### src/rtl/cpu_pkg.sv
// -----------------------------------------------------------------------------
// cpu_pkg
// Definitions shared by the EX-stage operand forwarding logic.
//   XLEN_DEF  : default operand/result bus width
//   CNTW_DEF  : default width of each forwarding-event counter
//   fwd_src_e : operand source code (regfile / MA / WB / WB-delayed)
//   fwd_hits  : how many of the two operands selected a given source (0..2)
// -----------------------------------------------------------------------------
package cpu_pkg;

    localparam int unsigned XLEN_DEF = 32;
    localparam int unsigned CNTW_DEF = 16;

    typedef enum logic [1:0] {
        FWD_RF  = 2'd0,
        FWD_MA  = 2'd1,
        FWD_WB  = 2'd2,
        FWD_DLY = 2'd3
    } fwd_src_e;

    function automatic logic [1:0] fwd_hits(
        input fwd_src_e sel_a,
        input fwd_src_e sel_b,
        input fwd_src_e src
    );
        return {1'b0, (sel_a == src)} + {1'b0, (sel_b == src)};
    endfunction

endpackage

### src/rtl/fwd_sel_mux.sv
// -----------------------------------------------------------------------------
// fwd_sel_mux
// Priority operand mux for one source register. Picks the MA result, the WB
// result, the delayed WB copy or the register-file value, in that priority
// order, and reports the choice as a source code.
//   hit_idex  : producer now in MA       -> FWD_MA
//   hit_idma  : producer now in WB       -> FWD_WB
//   hit_idwb  : producer retired last cy -> FWD_DLY
//   rf_data, ma_data, wb_data, dly_data : candidate values
//   op        : selected operand
//   sel       : source code of the selected operand
// -----------------------------------------------------------------------------
module fwd_sel_mux
    import cpu_pkg::*;
#(
    parameter int unsigned XLEN = XLEN_DEF
) (
    input  logic            hit_idex,
    input  logic            hit_idma,
    input  logic            hit_idwb,
    input  logic [XLEN-1:0] rf_data,
    input  logic [XLEN-1:0] ma_data,
    input  logic [XLEN-1:0] wb_data,
    input  logic [XLEN-1:0] dly_data,
    output logic [XLEN-1:0] op,
    output fwd_src_e        sel
);

    // Several flags may be set at once; the youngest producer wins.
    always_comb begin
        sel = FWD_RF;
        if (hit_idex) begin
            sel = FWD_MA;
        end else if (hit_idma) begin
            sel = FWD_WB;
        end else if (hit_idwb) begin
            sel = FWD_DLY;
        end
    end

    always_comb begin
        op = rf_data;
        case (sel)
            FWD_MA:  op = ma_data;
            FWD_WB:  op = wb_data;
            FWD_DLY: op = dly_data;
            default: op = rf_data;
        endcase
    end

endmodule

### src/rtl/ex_operand_fwd.sv
// -----------------------------------------------------------------------------
// ex_operand_fwd
// EX-stage operand selector. Resolves rs1/rs2 from the regfile, MA result, WB
// result or a one-cycle-delayed WB copy using the registered hazard flags,
// freezes the resolved operands across EX stalls, and keeps saturating
// per-source forwarding-event counters.
// Ports:
//   clk, rst          : clock, asynchronous active-high reset
//   rst_pipe          : synchronous flush of the hold state (counters kept)
//   stall_ex          : EX frozen this cycle
//   rs1/rs2_data_ex   : regfile values latched into EX
//   hit_rsN_*_ex      : hazard flags per operand (idex > idma > idwb)
//   nohit_rsN_ex      : no-hazard flags (implied by all hits low)
//   rd_data_ma/wb     : MA result, WB write-back value
//   wbk_rd_reg_wb     : WB instruction writes a register
//   op1_ex, op2_ex    : resolved operands
//   fwd_sel1/2_ex     : source codes (0 RF, 1 MA, 2 WB, 3 WB-delayed)
//   hold_active       : operands come from the hold registers
//   fwd_cnt_ma/wb/dly : saturating forwarding-event counters
// -----------------------------------------------------------------------------
module ex_operand_fwd
    import cpu_pkg::*;
#(
    parameter int unsigned XLEN = XLEN_DEF,
    parameter int unsigned CNTW = CNTW_DEF
) (
    input  logic            clk,
    input  logic            rst,
    input  logic            rst_pipe,
    input  logic            stall_ex,
    input  logic [XLEN-1:0] rs1_data_ex,
    input  logic [XLEN-1:0] rs2_data_ex,
    input  logic            hit_rs1_idex_ex,
    input  logic            hit_rs1_idma_ex,
    input  logic            hit_rs1_idwb_ex,
    input  logic            nohit_rs1_ex,
    input  logic            hit_rs2_idex_ex,
    input  logic            hit_rs2_idma_ex,
    input  logic            hit_rs2_idwb_ex,
    input  logic            nohit_rs2_ex,
    input  logic [XLEN-1:0] rd_data_ma,
    input  logic [XLEN-1:0] rd_data_wb,
    input  logic            wbk_rd_reg_wb,
    output logic [XLEN-1:0] op1_ex,
    output logic [XLEN-1:0] op2_ex,
    output logic [1:0]      fwd_sel1_ex,
    output logic [1:0]      fwd_sel2_ex,
    output logic            hold_active,
    output logic [CNTW-1:0] fwd_cnt_ma,
    output logic [CNTW-1:0] fwd_cnt_wb,
    output logic [CNTW-1:0] fwd_cnt_dly
);

    // nohit is redundant: "all hit flags low" already selects the regfile.
    logic unused_nohit;
    assign unused_nohit = nohit_rs1_ex ^ nohit_rs2_ex;

    // ---------------------------------------------------------------- state
    logic [XLEN-1:0] wb_dly_q,   wb_dly_d;
    logic            hold_active_q, hold_active_d;
    logic [XLEN-1:0] hold_op1_q, hold_op1_d;
    logic [XLEN-1:0] hold_op2_q, hold_op2_d;
    fwd_src_e        hold_sel1_q, hold_sel1_d;
    fwd_src_e        hold_sel2_q, hold_sel2_d;
    logic [CNTW-1:0] cnt_ma_q,  cnt_ma_d;
    logic [CNTW-1:0] cnt_wb_q,  cnt_wb_d;
    logic [CNTW-1:0] cnt_dly_q, cnt_dly_d;

    // ------------------------------------------------------ live selection
    // Flags are masked during reset so the sel outputs read 0 and the
    // operands pass the regfile values straight through.
    logic            live_en;
    logic [XLEN-1:0] live_op1, live_op2;
    fwd_src_e        live_sel1, live_sel2;

    assign live_en = ~rst;

    fwd_sel_mux #(.XLEN(XLEN)) u_mux_rs1 (
        .hit_idex (hit_rs1_idex_ex & live_en),
        .hit_idma (hit_rs1_idma_ex & live_en),
        .hit_idwb (hit_rs1_idwb_ex & live_en),
        .rf_data  (rs1_data_ex),
        .ma_data  (rd_data_ma),
        .wb_data  (rd_data_wb),
        .dly_data (wb_dly_q),
        .op       (live_op1),
        .sel      (live_sel1)
    );

    fwd_sel_mux #(.XLEN(XLEN)) u_mux_rs2 (
        .hit_idex (hit_rs2_idex_ex & live_en),
        .hit_idma (hit_rs2_idma_ex & live_en),
        .hit_idwb (hit_rs2_idwb_ex & live_en),
        .rf_data  (rs2_data_ex),
        .ma_data  (rd_data_ma),
        .wb_data  (rd_data_wb),
        .dly_data (wb_dly_q),
        .op       (live_op2),
        .sel      (live_sel2)
    );

    // -------------------------------------------------------------- outputs
    assign op1_ex      = hold_active_q ? hold_op1_q  : live_op1;
    assign op2_ex      = hold_active_q ? hold_op2_q  : live_op2;
    assign fwd_sel1_ex = hold_active_q ? hold_sel1_q : live_sel1;
    assign fwd_sel2_ex = hold_active_q ? hold_sel2_q : live_sel2;
    assign hold_active = hold_active_q;
    assign fwd_cnt_ma  = cnt_ma_q;
    assign fwd_cnt_wb  = cnt_wb_q;
    assign fwd_cnt_dly = cnt_dly_q;

    // ---------------------------------------------------------- next state
    // The sum is one bit wider than the counter; its carry can only be set
    // when the true count exceeds the all-ones maximum.
    function automatic logic [CNTW-1:0] sat_add(
        input logic [CNTW-1:0] cnt,
        input logic [1:0]      inc
    );
        logic [CNTW:0] sum;
        sum = {1'b0, cnt} + (CNTW+1)'(inc);
        return sum[CNTW] ? '1 : sum[CNTW-1:0];
    endfunction

    logic cnt_en;
    assign cnt_en = ~stall_ex & ~hold_active_q;

    always_comb begin
        wb_dly_d = wb_dly_q;
        if (wbk_rd_reg_wb) begin
            wb_dly_d = rd_data_wb;
        end
    end

    // Hold is entered on the first stalled cycle and left one edge after the
    // stall drops, so the release cycle still sees the frozen operands.
    always_comb begin
        hold_active_d = hold_active_q;
        hold_op1_d    = hold_op1_q;
        hold_op2_d    = hold_op2_q;
        hold_sel1_d   = hold_sel1_q;
        hold_sel2_d   = hold_sel2_q;
        if (rst_pipe) begin
            hold_active_d = 1'b0;
            hold_op1_d    = '0;
            hold_op2_d    = '0;
            hold_sel1_d   = FWD_RF;
            hold_sel2_d   = FWD_RF;
        end else if (stall_ex && !hold_active_q) begin
            hold_active_d = 1'b1;
            hold_op1_d    = live_op1;
            hold_op2_d    = live_op2;
            hold_sel1_d   = live_sel1;
            hold_sel2_d   = live_sel2;
        end else if (!stall_ex && hold_active_q) begin
            hold_active_d = 1'b0;
        end
    end

    always_comb begin
        cnt_ma_d  = cnt_ma_q;
        cnt_wb_d  = cnt_wb_q;
        cnt_dly_d = cnt_dly_q;
        if (cnt_en) begin
            cnt_ma_d  = sat_add(cnt_ma_q,  fwd_hits(live_sel1, live_sel2, FWD_MA));
            cnt_wb_d  = sat_add(cnt_wb_q,  fwd_hits(live_sel1, live_sel2, FWD_WB));
            cnt_dly_d = sat_add(cnt_dly_q, fwd_hits(live_sel1, live_sel2, FWD_DLY));
        end
    end

    // ----------------------------------------------------------- registers
    always_ff @(posedge clk or posedge rst) begin
        if (rst) begin
            wb_dly_q      <= '0;
            hold_active_q <= 1'b0;
            hold_op1_q    <= '0;
            hold_op2_q    <= '0;
            hold_sel1_q   <= FWD_RF;
            hold_sel2_q   <= FWD_RF;
            cnt_ma_q      <= '0;
            cnt_wb_q      <= '0;
            cnt_dly_q     <= '0;
        end else begin
            wb_dly_q      <= wb_dly_d;
            hold_active_q <= hold_active_d;
            hold_op1_q    <= hold_op1_d;
            hold_op2_q    <= hold_op2_d;
            hold_sel1_q   <= hold_sel1_d;
            hold_sel2_q   <= hold_sel2_d;
            cnt_ma_q      <= cnt_ma_d;
            cnt_wb_q      <= cnt_wb_d;
            cnt_dly_q     <= cnt_dly_d;
        end
    end

endmodule

### config.mk
export PLATFORM = sky130hd
export DESIGN_NAME = ex_operand_fwd
export DESIGN_NICKNAME = d
export VERILOG_FILES = /design/src/rtl/cpu_pkg.sv /design/src/rtl/fwd_sel_mux.sv /design/src/rtl/ex_operand_fwd.sv
export SDC_FILE = /design/constraint.sdc
export NUM_CORES = 1
export LEC_CHECK = 0
export ABC_AREA = 1
export CAP_MARGIN = 30
export CORE_MARGIN = 2
export CORE_UTILIZATION = 50
export CTS_CLUSTER_SIZE = 12
export DETAILED_ROUTE_END_ITERATION = 6
export GPL_TIMING_DRIVEN = 0
export HOLD_SLACK_MARGIN = 0.08
export PLACE_DENSITY = 0.83
export SETUP_SLACK_MARGIN = 0.02
export SYNTH_ARGS = -nofsm -noshare
export SYNTH_HDL_FRONTEND = slang
export SYNTH_HIERARCHICAL = 1
export SYNTH_SLANG_ARGS = --single-unit
export TNS_END_PERCENT = 20
### constraint.sdc
create_clock -name clk -period 10.3 [get_ports clk]
set_clock_uncertainty 0.05 [all_clocks]
set_input_delay 2.06 -clock clk [delete_from_list [all_inputs] [get_ports clk]]
set_output_delay 2.06 -clock clk [all_outputs]
set_load 0.03 [all_outputs]
==> metrics.md, run 1 <==
| Metric | Value |
|---|---|
| Top FF cell, synth | dfrtp_1 |
| First-pass GRT wire length | 51.5 mm |
| Net count of the mapped netlist | 1421 |
| Sequential share of the synthesized area | 39.7% |
| Netlist cell types | 35 |
| # resized after CTS | 0 |
| Starting DRT DRC Count | 1031 |
| Slowest cell on the critical path | clkdlybuf4s50_1 |
| Async SR Flop Fraction | 100% |
| Reg clk slew, reported paths | 0.07 ns |
| Vias per cell | 5.78 |
| Leading area contributor after synthesis | dfrtp_1 |
| CTS root buf | clkbuf_16 |
| Rows | 50 |
| Core ar. | between 0.015 and 0.02 mm² |
| Chip width | between 100 and 150 µm |
| Relative slew slack | 53.9% |
| Post-synth top cells | 315 x nand2_1, 184 x inv_1, 149 x dfrtp_1, 133 x nand4_1, 113 x nand3_1 |
| GRT Residual Overflow | 0 |
| CP Capture Type | primary output |
| Hold Crit Start | fwd_cnt_ma[15] |
| Nets@finish | 1695 |
| Post-synth EDFFs | 0 |
| Fin area | 0.0129 mm² |
| R2r setup slk | 8.33 ns |
| Pwr Total | 0.00197 W |
| Synthesized cell area | 0.00939 mm² |
| Avg Cell Area, Syn | 7.37 µm² |
| Gp weighted congestion | 0.956 |
| Share of layout cells above drive strength 1 | roughly a tenth |
| Max-slew violation count | 0 |
| DP HPWL | between 20 and 25 mm |
| Hold buffers post-CTS | 0 |
| Final wirelength | 32.9 mm |
| Crit path launch type | input pin |
| Warnings from Yosys | 6 |
| Pleak | 5.58 nW |
| Crit path DAT | approximately 5 ns |
| Worst EP required | 8.19 ns |
| RSZ-0062 raised after global routing | no |
| GRT Total Usage | 32.7% |
| Number of global-route vias before repair | 10000 |
| Crit path kind | input pin to primary output |
| CTS tree | built |
| DR pass1 iterations | 7 |
| Initial antenna violation count | 2 |
| Clock Latency Late Sink | 0.42 ns |
| Setup_tns | 0 ns |
| CTS Sinks | ~150 |
| DRT antenna net count | 0 |
| Height of the chip | 141 µm |
| DIE AREA | 0.0199 mm² |
| Failing checks | design-rule violations |
| Largest net degree at the start of global routing | 80 |
| Power Density | between 150 and 200 mW/mm² |
| Flops & latches, synth | 149 |
| Crit-path cells | clkdlybuf4s50_1 -> nor2_1 -> inv_2 -> nor2_4 -> buf_4 -> nand2_1 -> nand4_1 -> inv_1 -> o21ai_0 -> clkdlybuf4s50_1 |
| Final worst slack | 3.20 ns |
| Per-cell routed wire length | 18.3 µm |
| Final Hold Fails | 0 |
| Final period util | between 60 and 70% |
| Post-placement setup slack | roughly 3.3 ns |
| Yosys top cell area share | roughly 40% |
| Setup Fix Bufs, Post-CTS | 0 |
| Max H-tree Level | 4 |
| Fmax | 141 MHz |
| Tmin final | 7.10 ns |
| Initial Util | 50.6% |
| Most Frequent Cell on Critical Path | clkdlybuf4s50_1 |
| Final Setup Violations | 0 |
| Reg-to-Reg Start | fwd_cnt_wb[0] |
| Maximum vdd drop | approximately 0.13 mV |
| Port buffer count | 254 |
| Hold Crit Class | flop to flop |
| Synth-to-Final Area Change | 37.3% |
| Reg2reg end | fwd_cnt_wb[0] |
| # IOs | between 200 and 300 |
| Slew of the pin with the lowest slew margin | 0.691 ns |
| Register-to-Register Path Depth | 9 |
| Total CTS buffers | 17 |
| Cells after synthesis | 1274 |
| WHS Path Cells | 2 |
| DRC Markers | 2 |
| Max Buffers Root-to-Sink | 2 |
| Max cap viols | 0 |
| Most frequent cell after synthesis | nand2_1 |
| Ranking of synthesized cells by area | dfrtp_1 40%, nand2_1 13%, nand4_1 8.9%, inv_1 7.4%, nand3_1 6.0% |
| CP Max Fanout | 10 |
| CP max stage delay | between 0.7 and 0.8 ns |
| Area post-placement | between 0.01 and 0.015 mm² |
| Outcome | complete, but fails checks |
| Hold EP | fwd_cnt_ma[15] |
| Via count | around 10000 |
[critical path, delay by kind of cell]
family,cells,cell delay [ns]
buf+inv,5,1.79
simple gates,4,0.75
compound gates,1,0.38
[where the power goes]
part           internal [W]  switching, W
registers          0.000640     0.0000532
clock network      0.000409      0.000271
logic              0.000242      0.000353
total               0.00129      0.000678
[cell type report]
class	instances	area, µm²
Fill cell	1540	5690
Multi-Input combinational cell	850	4480
Sequential cell	149	3730
Timing Repair Buffer	255	2570
Inverter	191	722
Buffer	84	467
Clock buffer	18	429
Tap cell	234	293
Clock inverter	13	199
Antenna cell	2	5.00
[per-layer routing]
metal  wire, µm  up-vias  GRT usage (%)  share of wire, %
li1           -     4807              -                 -
met1      13100     4835           42.7                40
met2      15200      630           51.3                46
met3       3010      113           7.00               9.1
met4       1590        0           17.3               4.8
met5          0        -              0                 0
[cell families (layout without fill, tap and decap cells)]
family | count (synthesis) | after routing | share of synthesized area [%]
and+or+nand+nor | 644 | 644 | 32.3
buffers and inverters | 275 | 561 | 12.6
AOI/OAI and AO/OA | 154 | 154 | 9.18
DFF | 149 | 149 | 39.7
muxes | 32 | 32 | 3.84
xor gates and xnor gates | 14 | 14 | 1.31
adders and majority gates | 6 | 6 | 1.04
other | 0 | 2 | 0
[state kept, by name, indices dropped and copies added, names as in the netlist]
signal       flops
fwd_cnt_dly     16
fwd_cnt_ma      16
fwd_cnt_wb      16
hold_active      1
hold_op1_q      32
hold_op2_q      32
hold_sel1_q      2
hold_sel2_q      2
wb_dly_q        32
[how the worst max path moves through the flow]
| stage | from | end | slack (ns) | cells past startpoint |
|---|---|---|---|---|
| after floorplan | rst | fwd_cnt_dly[0] | 4.18 | 1 |
| after global placement | rst | fwd_cnt_wb[9] | 1.81 | 2 |
| final | rst | op2_ex[30] | 3.20 | 10 |
| after global routing | rst | op2_ex[30] | 3.09 | 10 |
| after detailed placement | rst | op2_ex[30] | 3.32 | 10 |
| after CTS | rst | op2_ex[30] | 3.30 | 10 |
[through the flow]
step	utilization (%)	instances	hold WS [ns]
floorplan	-	1274	0.431
global placement	65.8	1762	0.444
detailed placement	66.0	1763	0.460
CTS	69.4	1794	0.481
global route	69.4	1796	0.495
finish	69.4	1796	0.472
[cells in the final DEF, fill, tap and decap left out, types with 53 or more instances in the layout]
cell type / instances
clkdlybuf4s50_1: 254
dfrtp_1: 149
inv_1: 183
nand2_1: 315
nand3_1: 113
nand4_1: 133
nor2_1: 53
o21ai_0: 83
o22ai_1: 68
Power figures use the tool's default switching activity.
==> run 2: changes to the inputs <==
--- a/config.mk
+++ b/config.mk
@@ -8,12 +8,12 @@
 export ABC_AREA = 1
 export CAP_MARGIN = 30
 export CORE_MARGIN = 2
-export CORE_UTILIZATION = 50
+export CORE_UTILIZATION = 45
 export CTS_CLUSTER_SIZE = 12
 export DETAILED_ROUTE_END_ITERATION = 6
 export GPL_TIMING_DRIVEN = 0
 export HOLD_SLACK_MARGIN = 0.08
-export PLACE_DENSITY = 0.83
+export PLACE_DENSITY = 0.79
 export SETUP_SLACK_MARGIN = 0.02
 export SYNTH_ARGS = -nofsm -noshare
 export SYNTH_HDL_FRONTEND = slang
==> constraint.sdc (replaced) <==
create_clock -name clk -period 6.5 [get_ports clk]
set_clock_uncertainty 0.05 [all_clocks]
set_input_delay 1.3 -clock clk [delete_from_list [all_inputs] [get_ports clk]]
set_output_delay 1.3 -clock clk [all_outputs]
set_load 0.03 [all_outputs]
==> metrics.md, run 2 (same netlist as run 1, synthesis figures left out) <==
| Metric | Value |
|---|---|
| Outcome | finished clean (was complete, but fails checks) |
| Diode count | 0 (was 2) |
| Most Frequent Cell on Critical Path | clkdlybuf4s50_1 (unchanged) |
| Final period util | 86.6% |
| # IOs | 258 (unchanged) |
| Crit-path cells | clkdlybuf4s50_1 -> nor2_1 -> buf_4 -> clkbuf_1 -> nand2_1 -> nand4_1 -> inv_1 -> o21ai_0 -> clkdlybuf4s50_1 (was clkdlybuf4s50_1 -> nor2_1 -> inv_2 -> nor2_4 -> buf_4 -> nand2_1 -> nand4_1 -> inv_1 -> o21ai_0 -> clkdlybuf4s50_1) |
| DRC Markers | 0 (was 2) |
| CP Max Fanout | 10 (unchanged) |
| Maximum vdd drop | 0.182 mV (was 0.128 mV) |
| Fin area | 0.0130 mm² (was 0.0129 mm²) |
| Register-to-Register Path Depth | 9 (unchanged) |
| Nets@finish | 1695 (unchanged) |
| Reg2reg end | fwd_cnt_wb[9] (was fwd_cnt_wb[0]) |
| CP max stage delay | 0.75 ns (was 0.77 ns) |
| Via count | 10400 (about the same) |
| Relative slew slack | 43.7% (was 53.9%) |
| Final Setup Violations | 0 (unchanged) |
| Fmax | 178 MHz |
| DIE AREA | 0.0220 mm² (was 0.0199 mm²) |
| DRT antenna net count | 0 (unchanged) |
| Biggest regs | hold_op1_q (32), hold_op2_q (32), wb_dly_q (32) (unchanged) |
| CTS tree | built (unchanged) |
| Tmin final | around 5.6 ns |
| Commonest non-fill, non-tap cells in the layout | 315 x nand2_1, 254 x clkdlybuf4s50_1, 183 x inv_1, 149 x dfrtp_1, 133 x nand4_1 (unchanged) |
| Max H-tree Level | 4 (unchanged) |
| CTS root buf | clkbuf_16 (unchanged) |
| Max Buffers Root-to-Sink | 2 (unchanged) |
| # resized after CTS | 0 (unchanged) |
| Placed Cells | 1799 (was 1763) |
| Gp weighted congestion | 0.900 (was 0.956) |
| Clock Latency Late Sink | 0.43 ns (was 0.42 ns) |
| Met3 WL | 3.21 mm (was 3.01 mm) |
| Slowest cell on the critical path | clkdlybuf4s50_1 (unchanged) |
| Per-cell routed wire length | 18.2 µm (was 18.3 µm) |
| Largest net degree at the start of global routing | 90 (was 80) |
| Commonest non-fill, non-tap cell in the layout | nand2_1 (unchanged) |
| Setup_tns | 0 ns (unchanged) |
| Height of the chip | 148 µm (was 141 µm) |
| Port buffer count | 254 (unchanged) |
| DP HPWL | 24.3 mm (was 23.8 mm) |
| Worst EP required | 5.15 ns (was 8.19 ns) |
| Power Density | 245 mW/mm² (was 153 mW/mm²) |
| Vias per cell | 5.67 (was 5.78) |
| Total CTS buffers | 17 (unchanged) |
| Finished Layout Cells | 1831 (was 1796) |
| Highest metal used | met4 (unchanged) |
| Final wirelength | 33.4 mm (was 32.9 mm) |
| First-pass GRT wire length | 52.1 mm (was 51.5 mm) |
| Pleak | 5.60 nW (was 5.58 nW) |
| Hold Crit Start | wb_dly_q[22] (was fwd_cnt_ma[15]) |
| WHS Path Cells | 1 (was 2) |
| Hold EP | wb_dly_q[22] (was fwd_cnt_ma[15]) |
| Reg clk slew, reported paths | 0.06 ns (was 0.07 ns) |
| CP Capture Type | primary output (unchanged) |
| Share of layout cells above drive strength 1 | 9.61% (was 9.49%) |
| Initial antenna violation count | 0 (was 2) |
| Crit path kind | input pin to primary output (unchanged) |
| RSZ-0062 raised after global routing | no (unchanged) |
| Fill cell count | 1785 (was 1540) |
| GRT Total Usage | 30.1% (was 32.7%) |
| Max cap viols | 0 (unchanged) |
| Crit path DAT | 4.28 ns (was 4.99 ns) |
| DR pass1 iterations | 6 (was 7) |
| Max-slew violation count | 0 (unchanged) |
| Final Hold Fails | 0 (unchanged) |
| Core ar. | 0.0204 mm² (was 0.0186 mm²) |
| Slew of the pin with the lowest slew margin | 0.845 ns (was 0.691 ns) |
| Starting DRT DRC Count | 1050 (was 1031) |
| Chip width | 148 µm (was 141 µm) |
| Hold Crit Class | flop to flop (unchanged) |
| R2r setup slk | 4.51 ns (was 8.33 ns) |
| Area post-placement | 0.0123 mm² (about the same) |
| Rows | 52 (was 50) |
| Number of global-route vias before repair | 9876 (was 10000) |
| Setup Fix Bufs, Post-CTS | 0 (unchanged) |
| GRT Residual Overflow | 0 (unchanged) |
| Initial Util | 46.1% (was 50.6%) |
| CTS Sinks | 149 (unchanged) |
| Routed wl met2 | 15.1 mm (was 15.2 mm) |
| Hold buffers post-CTS | 0 (unchanged) |
| Met1 WL | 13.6 mm (was 13.1 mm) |
| Crit path launch type | input pin (unchanged) |
| Reg-to-Reg Start | fwd_cnt_wb[0] (unchanged) |
| Synth-to-Final Area Change | 38.2% (was 37.3%) |
[run 2: changes by cell type in the layout (fill, tap and decap cells not counted)]
cell	change
bufinv_16	+1
clkbuf_1	-1
clkbuf_8	+4
clkinv_2	+1
clkinv_4	-3
clkinvlp_4	+1
diode_2	-2
inv_6	-1
inv_8	-1
[run 2: worst max-delay path by stage]
stage,start,to,slack [ns]
6_report,rst,op1_ex[19],0.87
4_1_cts,rst,op1_ex[19],0.95
2_1_floorplan,rst,fwd_cnt_dly[0],1.14
5_1_grt,rst,op1_ex[19],0.77
3_5_place_dp,rst,op1_ex[19],0.95
3_3_place_gp,rst,fwd_cnt_dly[14],-1.35
[run 2: layout make-up]
| type | count | area (µm²) | share of cell area [%] |
|---|---|---|---|
| buffer | 84 | 467 | 3.60 |
| clock buffer | 21 | 480 | 3.70 |
| clock inverter | 11 | 195 | 1.50 |
| inverter | 191 | 722 | 5.56 |
| multi-input combinational | 850 | 4480 | 34.5 |
| sequential | 149 | 3730 | 28.7 |
| tap | 270 | 338 | 2.60 |
| timing repair buffer | 255 | 2570 | 19.8 |
[run 2: power breakdown]
part           internal (W)  total [W]  switching (W)  leakage (nW)
logic              0.000383   0.000947       0.000563          3.33
clock network      0.000724    0.00113       0.000410         0.322
registers           0.00102    0.00110      0.0000827          1.96
[run 2: critical path, delay by kind of cell]
kind / cells / cell delay [ns]
buf+inv: 5 / 2.11
simple gates: 3 / 0.50
compound gates: 1 / 0.36
[run 2: metal layers]
layer / global-route usage (%) / vias to the layer above
met5: 0 / -
met4: 13.7 / 0
met3: 6.96 / 105
met2: 47.0 / 612
met1: 39.9 / 4856
li1: - / 4803
[run 2: per-stage QoR]
| step | utilization, % | power, W | hold WS (ns) | setup slack, ns |
|---|---|---|---|---|
| 2_1_floorplan | - | 0.00162 | 0.431 | 1.14 |
| 3_3_place_gp | 60.3 | 0.00203 | 0.444 | -1.35 |
| 3_5_place_dp | 60.4 | 0.00205 | 0.456 | 0.948 |
| 4_1_cts | 63.7 | 0.00318 | 0.470 | 0.951 |
| 5_1_grt | 63.7 | 0.00330 | 0.484 | 0.766 |
| 6_report | 63.7 | 0.00318 | 0.469 | 0.873 |
==> run 3: changes to the inputs <==
--- a/config.mk
+++ b/config.mk
@@ -15,6 +15,7 @@
 export HOLD_SLACK_MARGIN = 0.08
 export PLACE_DENSITY = 0.79
 export SETUP_SLACK_MARGIN = 0.02
+export SLEW_MARGIN = 30
 export SYNTH_ARGS = -nofsm -noshare
 export SYNTH_HDL_FRONTEND = slang
 export SYNTH_HIERARCHICAL = 1
==> metrics.md, run 3 (same netlist as run 1, synthesis figures left out) <==
| Metric | Value |
|---|---|
| Outcome | complete, but fails checks (was finished clean) |
| Failing checks | design-rule violations |
| CP Depth | 9 (unchanged) |
| Hold buffers post-CTS | 0 (unchanged) |
| Commonest non-fill, non-tap cells in the layout | 315 x nand2_1, 254 x clkdlybuf4s50_1, 183 x inv_1, 149 x dfrtp_1, 133 x nand4_1 (unchanged) |
| GRT Total Usage | 30.4% (was 30.1%) |
| Initial Util | 46.1% (unchanged) |
| Multi-input gate area | 0.00448 mm² (unchanged) |
| Fmax | 177 MHz (was 178 MHz) |
| Final Hold Fails | 0 (unchanged) |
| Crit path launch type | input pin (unchanged) |
| Relative slew slack | 54.8% (was 43.7%) |
| Pleak | 5.58 nW (was 5.60 nW) |
| Share of layout cells above drive strength 1 | 9.60% (was 9.61%) |
| Height of the chip | 148 µm (unchanged) |
| Register-to-Register Path Depth | 9 (unchanged) |
| WHS Path Cells | 1 (unchanged) |
| DR pass1 iterations | 7 (was 6) |
| DP HPWL | 24.5 mm (was 24.3 mm) |
| Total CTS buffers | 17 (unchanged) |
| Final period util | 87.1% (was 86.6%) |
| CP delay by family, top | buffers and inverters (unchanged) |
| Maximum vdd drop | 0.199 mV (was 0.182 mV) |
| Area post-placement | 0.0123 mm² (about the same) |
| Clock Latency Late Sink | 0.44 ns (was 0.43 ns) |
| Number of global-route vias before repair | 9958 (was 9876) |
| RSZ-0062 raised after global routing | no (unchanged) |
| First-pass GRT wire length | 52.4 mm (was 52.1 mm) |
| Biggest regs | hold_op1_q (32), hold_op2_q (32), wb_dly_q (32) (unchanged) |
| Nets@finish | 1696 (was 1695) |
| DRT antenna net count | 0 (unchanged) |
| Crit path DAT | 4.31 ns (was 4.28 ns) |
| Fill cell count | 1780 (was 1785) |
| Layout Utilization | 63.5% (was 63.7%) |
| CP bufs+invs | 5 (unchanged) |
| Finished Layout Cells | 1832 (was 1831) |
| Port buffer count | 254 (unchanged) |
| Slew of the pin with the lowest slew margin | 0.678 ns (was 0.845 ns) |
| # resized after CTS | 0 (unchanged) |
| Power Density | 236 mW/mm² (was 245 mW/mm²) |
| Fin area | 0.0129 mm² (was 0.0130 mm²) |
| GRT Residual Overflow | 0 (unchanged) |
| Gp weighted congestion | 0.900 (unchanged) |
| Final Setup Violations | 0 (unchanged) |
| Initial antenna violation count | 0 (unchanged) |
| Chip width | 148 µm (unchanged) |
| CP Capture Type | primary output (unchanged) |
| Most Frequent Cell on Critical Path | clkdlybuf4s50_1 (unchanged) |
| Synth-to-Final Area Change | 37.6% (was 38.2%) |
| Crit-path cells | clkdlybuf4s50_1 -> nor2_1 -> buf_4 -> clkbuf_1 -> nand2_1 -> nand4_1 -> inv_1 -> o21ai_0 -> clkdlybuf4s50_1 (unchanged) |
| CP max stage delay | 0.75 ns (about the same) |
| CTS root buf | clkbuf_16 (unchanged) |
| Rows | 52 (unchanged) |
| Reg clk slew, reported paths | 0.06 ns (about the same) |
| Max Buffers Root-to-Sink | 2 (unchanged) |
| Max H-tree Level | 4 (unchanged) |
| Slowest cell on the critical path | clkdlybuf4s50_1 (unchanged) |
| Core ar. | 0.0204 mm² (unchanged) |
| CP Max Fanout | 10 (unchanged) |
| CTS Sinks | 149 (unchanged) |
| Register area | 0.00373 mm² (unchanged) |
| Pwr Total | 0.00305 W (was 0.00318 W) |
| Diode count | 0 (unchanged) |
| Vias per cell | 5.61 (was 5.67) |
| Starting DRT DRC Count | 1029 (was 1050) |
| # IOs | 258 (unchanged) |
| Commonest non-fill, non-tap cell in the layout | nand2_1 (unchanged) |
| Largest net degree at the start of global routing | 74 (was 90) |
| DRC Markers | 5 (was 0) |
| Crit path kind | input pin to primary output (unchanged) |
| Max-slew violation count | 0 (unchanged) |
| Final wirelength | 33.4 mm (about the same) |
| Setup Fix Bufs, Post-CTS | 0 (unchanged) |
| Max cap viols | 0 (unchanged) |
| Per-cell routed wire length | 18.2 µm (about the same) |
| Tmin final | 5.66 ns (was 5.63 ns) |
| Via count | 10300 (was 10400) |
| CTS tree | built (unchanged) |
| Hold Crit Class | flop to flop (unchanged) |
| Worst EP required | 5.15 ns (about the same) |
| Placed Cells | 1800 (was 1799) |
| DIE AREA | 0.0220 mm² (unchanged) |
-- run 3: worst paths after layout --
kind / from / to / slack (ns)
worst max-delay path: rst / op1_ex[19] / 0.84
worst min-delay path: wb_dly_q[22] / wb_dly_q[22] / 0.47
worst max register to register: fwd_cnt_wb[0] / fwd_cnt_wb[9] / 4.52
worst min register to register: wb_dly_q[22] / wb_dly_q[22] / 0.47
max in group asynchronous: rst / fwd_cnt_wb[9] / 4.17
min in group asynchronous: rst / hold_op2_q[7] / 1.29
-- run 3: power breakdown --
group          switching (W)  total (W)  internal (W)
sequential         0.0000814    0.00110       0.00101
combinational       0.000565   0.000950      0.000385
clock               0.000424    0.00100      0.000581
-- run 3: through the flow --
stage	setup slack, ns	TNS (ns)	hold slack (ns)
final	0.837	0	0.472
after global routing	0.713	0	0.484
after CTS	0.919	0	0.470
after detailed placement	0.921	0	0.456
after global placement	-1.35	-200.34	0.444
after floorplan	1.14	0	0.431
-- run 3: routing by layer --
metal | wire (µm) | track usage, % | part of all wire [%]
met5 | 0 | 0 | 0
met2 | 15100 | 46.8 | 45
met1 | 13700 | 41.1 | 41
met4 | 1560 | 14.8 | 4.7
met3 | 3070 | 6.17 | 9.2
-- run 3: final cells by class --
type / instances / area share (%)
Timing Repair Buffer: 256 / 20.1
Clock inverter: 13 / 1.15
Sequential cell: 149 / 28.8
Inverter: 191 / 5.60
Buffer: 84 / 3.61
Multi-Input combinational cell: 850 / 34.7
Clock buffer: 19 / 3.43
Tap cell: 270 / 2.61
